File: src/rtl/mux_pkg.sv
// Shared constants and helpers for the mux_scan_n1 channel selector.
package mux_pkg;

  localparam logic MODE_MANUAL = 1'b0;
  localparam logic MODE_SCAN   = 1'b1;

  // LSB position of channel ch on a flat bus of w-bit lanes.
  function automatic int slice_lsb(input int ch, input int w);
    return ch * w;
  endfunction

endpackage

File: src/rtl/mux_rr_find.sv
// Circular first-set finder: first set bit of mask at or after start, wrapping.
// Purely combinational; found=0 when mask is empty.
module mux_rr_find #(
  parameter int NUM_CH = 16,
  parameter int SEL_W  = $clog2(NUM_CH)
) (
  input  logic [NUM_CH-1:0] mask,
  input  logic [SEL_W-1:0]  start,
  output logic [SEL_W-1:0]  idx,
  output logic              found
);

  logic [2*NUM_CH-1:0] rot;
  int                  c;

  // Doubling the mask turns the circular search into a linear one from bit 0.
  assign rot = {mask, mask} >> start;

  always_comb begin
    idx   = '0;
    found = 1'b0;
    c     = 0;
    for (int i = 0; i < NUM_CH; i++) begin
      if (!found && rot[i]) begin
        found = 1'b1;
        c     = int'(start) + i;
        if (c >= NUM_CH) c = c - NUM_CH;
        idx   = SEL_W'(c);
      end
    end
  end

endmodule

File: src/rtl/mux_scan_n1.sv
// N:1 channel selector (manual select or masked round-robin scan) with a registered
// valid/ready output slot; optional out_par parity output under MUX_PARITY_EN.
module mux_scan_n1
  import mux_pkg::*;
#(
  parameter  int NUM_CH = 16,
  parameter  int DATA_W = 1,
  localparam int SEL_W  = $clog2(NUM_CH)
) (
  input  logic                     clk,
  input  logic                     rst_n,
  input  logic                     en,
  input  logic                     mode,
  input  logic [NUM_CH*DATA_W-1:0] in_bus,
  input  logic [NUM_CH-1:0]        ch_mask,
  input  logic [SEL_W-1:0]         sel_in,
  input  logic                     sel_load,
  output logic                     sel_err,
  output logic [DATA_W-1:0]        out_data,
  output logic [SEL_W-1:0]         out_ch,
  output logic                     out_valid,
`ifdef MUX_PARITY_EN
  output logic                     out_par,
`endif
  input  logic                     out_ready
);

  logic [SEL_W-1:0]  sel_q, sel_d;
  logic [SEL_W-1:0]  ptr_q, ptr_d;
  logic [SEL_W-1:0]  out_ch_q, out_ch_d;
  logic [DATA_W-1:0] out_data_q, out_data_d;
  logic              out_valid_q, out_valid_d;
  logic              sel_err_q, sel_err_d;
  logic              par_q, par_d;

  logic [SEL_W-1:0]  rr_idx, target;
  logic [DATA_W-1:0] sample;
  logic              rr_found, has_target, slot_free, capture, sel_ok;

  mux_rr_find #(
    .NUM_CH (NUM_CH),
    .SEL_W  (SEL_W)
  ) u_find (
    .mask  (ch_mask),
    .start (ptr_q),
    .idx   (rr_idx),
    .found (rr_found)
  );

  assign target     = (mode == MODE_SCAN) ? rr_idx : sel_q;
  assign has_target = (mode == MODE_SCAN) ? rr_found : 1'b1;
  assign slot_free  = !out_valid_q || out_ready;
  assign capture    = slot_free && en && has_target;
  assign sel_ok     = int'(sel_in) < NUM_CH;

  always_comb begin
    sample = '0;
    for (int c = 0; c < NUM_CH; c++) begin
      if (target == SEL_W'(c)) sample = in_bus[slice_lsb(c, DATA_W) +: DATA_W];
    end
  end

  always_comb begin
    out_data_d  = out_data_q;
    out_ch_d    = out_ch_q;
    out_valid_d = out_valid_q;
    ptr_d       = ptr_q;
    par_d       = par_q;
    if (capture) begin
      out_data_d  = sample;
      out_ch_d    = target;
      out_valid_d = 1'b1;
      par_d       = ^sample;
      if (mode == MODE_SCAN) begin
        ptr_d = (target == SEL_W'(NUM_CH - 1)) ? '0 : target + 1'b1;
      end
    end else if (out_ready) begin
      out_valid_d = 1'b0;
    end
  end

  // A load landing with a capture only affects the following capture, since the
  // capture above reads sel_q rather than sel_d.
  always_comb begin
    sel_d     = sel_q;
    sel_err_d = 1'b0;
    if (sel_load) begin
      if (sel_ok) sel_d = sel_in;
      else        sel_err_d = 1'b1;
    end
  end

  always_ff @(posedge clk or negedge rst_n) begin
    if (!rst_n) begin
      sel_q       <= '0;
      ptr_q       <= '0;
      out_ch_q    <= '0;
      out_data_q  <= '0;
      out_valid_q <= 1'b0;
      sel_err_q   <= 1'b0;
      par_q       <= 1'b0;
    end else begin
      sel_q       <= sel_d;
      ptr_q       <= ptr_d;
      out_ch_q    <= out_ch_d;
      out_data_q  <= out_data_d;
      out_valid_q <= out_valid_d;
      sel_err_q   <= sel_err_d;
      par_q       <= par_d;
    end
  end

  assign out_data  = out_data_q;
  assign out_ch    = out_ch_q;
  assign out_valid = out_valid_q;
  assign sel_err   = sel_err_q;

`ifdef MUX_PARITY_EN
  assign out_par = par_q;
`else
  logic unused_par;
  assign unused_par = par_q;
`endif

endmodule

File: config.mk
export PLATFORM = sky130hd
export DESIGN_NAME = mux_scan_n1
export DESIGN_NICKNAME = d
export VERILOG_FILES = /design/src/rtl/mux_pkg.sv /design/src/rtl/mux_rr_find.sv /design/src/rtl/mux_scan_n1.sv
export SDC_FILE = /design/constraint.sdc
export NUM_CORES = 1
export LEC_CHECK = 0
export ABC_AREA = 1
export ABC_CLOCK_PERIOD_IN_PS = 4550
export CAP_MARGIN = 15
export CORE_UTILIZATION = 30
export DETAILED_ROUTE_END_ITERATION = 6
export SETUP_SLACK_MARGIN = 0.02
export SYNTH_ARGS = -nofsm -noshare
export SYNTH_HDL_FRONTEND = slang
export SYNTH_SLANG_ARGS = --single-unit
File: constraint.sdc
create_clock -name clk -period 4.55 [get_ports clk]
set_clock_uncertainty 0.2 [all_clocks]
set_input_delay 1.365 -clock clk [delete_from_list [all_inputs] [get_ports clk]]
set_output_delay 1.365 -clock clk [all_outputs]
set_load 0.03 [all_outputs]
==> run metrics <==
status=finished, violations left; failing checks=setup timing; initial antenna violation count=0; die area=0.009204 mm^2; antenna diode count=0; Final setup viols=1; Slew HR=52.75%; CTS buffer count=3; Post-route DRC=0; final hold violation count=0; RSZ-0062 raised after global routing=true; Vias=3,513; Die X-Extent=95.94 um; Slew Viols, Final=0; placed cell count=660; syn_nets=509; yosys warns=0; H-tree level count=1; largest net degree at the start of global routing=27; WL per Instance=14.38 um; slowest CP cell=nor4_4; gpl congestion=0.9503; crit end category=register; ratio of cells with drive above 1 in the final layout=41.87%; Peak Freq=218.5 MHz; remaining antenna violation count=0; first-pass GRT wire length=15,190 um; DP Area=0.003720 mm^2; Final Non-Filler Cells=683; Setup crit start=ch_mask[12]; Final min period=4.577 ns; IO Count=49; Post-synth EDFFs=0; Worst path top cell family by delay=simple AND/OR/NAND/NOR gates; number of vias per cell=5.143; IO Port Bufs=47; Die Height=95.94 um; hold path start=out_ch[3]; CP peak stage delay=0.21 ns; Post-Syn Area=0.002648 mm^2; r2r startpoint=ptr_q[0]; Worst Max-Slew Pin Slew=0.7037 ns; Arrival @ worst endpoint=4.51 ns; critical-path maximum fanout=4; Routed WL=9820 um; global route total overflow=0; area grow syn2layout=66.12%; Synth async-reset ratio=100.0%; core area=0.008382 mm^2; nets=632; CTS sink count=14; Row Count=33; Reg clk slew, reported paths=0.05 ns; commonest non-fill, non-tap cell in the layout=buf_4; DP Wirelength=7088 um; CTS Buffer Depth=2; Critical Path Most Common Cell=nand2_1; Startpoint Class=input pin; max_cap viols=0; WP buf/inv=5; count of hold buffers inserted by post-cts repair=0; Post-Syn Instances=456; Syn Area/Cell=5.806 um^2; commonest cells after routing, fill and taps aside=89 x buf_4, 83 x nand2_1, 71 x nand3_1, 39 x nand3_2, 36 x nor2_1; Root Buffer=clkbuf_8; gr usage total=20.93%; Final Cycle Share=100.6%; Starting Density=31.59%; Yosys reg bits=14; Final WS setup=-0.02700 ns; kind of critical path=in2reg; DRC marker count from the first detailed-route iteration=214; DR pass1 iterations=4; ys flop type=dfrtp_1; vias in the first global route=3,241; unique cell type count in the Yosys netlist=40; fin area=0.004398 mm^2; Worst-Skew Late Latency=0.24 ns; worst path required time=4.48 ns; Seq/Total Area, Yosys=13.23%; Min-Delay Path Class=reg2reg; CTS tree=built
[cells in the mapped netlist (2+ instances only)]
| cell | instances | area (um^2) |
|---|---|---|
| nand3_2 | 3 | 30.03 |
| buf_4 | 5 | 37.54 |
| mux2_2 | 3 | 33.78 |
| nor2_1 | 45 | 168.9 |
| xnor2_1 | 2 | 17.52 |
| nor2_4 | 2 | 22.52 |
| nand4_1 | 13 | 81.33 |
| xor2_1 | 5 | 43.79 |
| inv_2 | 5 | 18.77 |
| nor3_1 | 2 | 10.01 |
| nand4_4 | 3 | 63.81 |
| o21ai_1 | 3 | 15.01 |
| clkbuf_1 | 2 | 7.510 |
| ha_1 | 11 | 137.6 |
| buf_6 | 3 | 33.78 |
| o22ai_1 | 2 | 12.51 |
| nand2_2 | 5 | 31.28 |
| nand3b_1 | 3 | 22.52 |
| a31oi_1 | 3 | 18.77 |
| nand3_1 | 112 | 560.5 |
| buf_2 | 6 | 30.03 |
| o21ai_0 | 17 | 85.08 |
| nor2_2 | 2 | 12.51 |
| buf_1 | 2 | 7.510 |
| dfrtp_1 | 14 | 350.3 |
| nand2_4 | 4 | 45.04 |
| nand2_1 | 121 | 454.2 |
| inv_1 | 38 | 142.6 |
| a21oi_1 | 8 | 40.04 |
| nor2_8 | 2 | 40.04 |
[layout make-up]
class                   instances  area (um^2)
inverters                      44        170.2
flip-flops and latches         14        351.6
multi-input cells             380         2525
repair buffers                136         1165
fillers                       802         3984
well taps                     105        131.4
clock buffers                   4        55.05
[per-layer routing]
metal	wire length, um	part of all wire [%]	vias to the layer above	GRT usage [%]
met5	0	0	-	0
met4	52	0.53	0	4.353
met3	568	5.8	6	1.343
met2	4581	47	102	32.92
met1	4618	47	1634	31.18
li1	-	-	1771	-
[flip-flops by register name (all words and copies together) (netlist names)]
name,cells
out_ch,4
sel_q,4
out_valid,1
out_data,1
ptr_q,4
[tightest hold or removal path: cells and delay by family (launching register included)]
family           cells  cell delay (ns)
flip-flops           1             0.34
AO/OA/AOI/OAI        1             0.06
AND/OR/NAND/NOR      1             0.05
[final timing paths]
kind	endpoint	slack, ns	cells after the start
min	out_ch[3]	0.28	2
min in group asynchronous	out_ch[1]	1.31	1
max in group asynchronous	ptr_q[1]	2.40	1
max	out_data	-0.03	33
max reg2reg	out_data	0.16	34
min reg2reg	out_ch[3]	0.28	2
[metrics by stage]
| step | setup slack (ns) | hold slack (ns) | TNS [ns] | utilization (%) |
|---|---|---|---|---|
| 2_1_floorplan | 0.02216 | 0.2810 | 0 | - |
| 3_3_place_gp | -0.6964 | 0.2788 | -2.404 | 44.38 |
| 3_5_place_dp | -0.7074 | 0.2763 | -2.348 | 44.38 |
| 4_1_cts | 0.03081 | 0.2885 | 0 | 49.04 |
| 5_1_grt | -0.2643 | 0.3192 | -0.2757 | 52.47 |
| 6_report | -0.02700 | 0.2804 | -0.02700 | 52.47 |
[kinds of logic (layout without fill, tap and decap cells)]
logic type,Yosys count,count (layout),synth area share [%]
multiplexers,4,4,1.654
AO/OA/AOI/OAI,38,38,7.940
XOR/XNOR,7,7,2.316
flip-flops,14,14,13.23
AND/OR/NAND/NOR,319,319,58.88
adder cells (fa/ha/maj),11,11,5.198
buffers and inverters,62,184,10.63
other,1,1,0.1416
[repair_timing]
action,in CTS,in global routing
pin swaps,68,59
endpoints found under the setup margin,4,4
buffers inserted,15,4
resized for setup,140,61
Power is left out: the tool's default activity adds up to more than one toggle a clock period on the data nets, which glitch-free logic cannot reach.
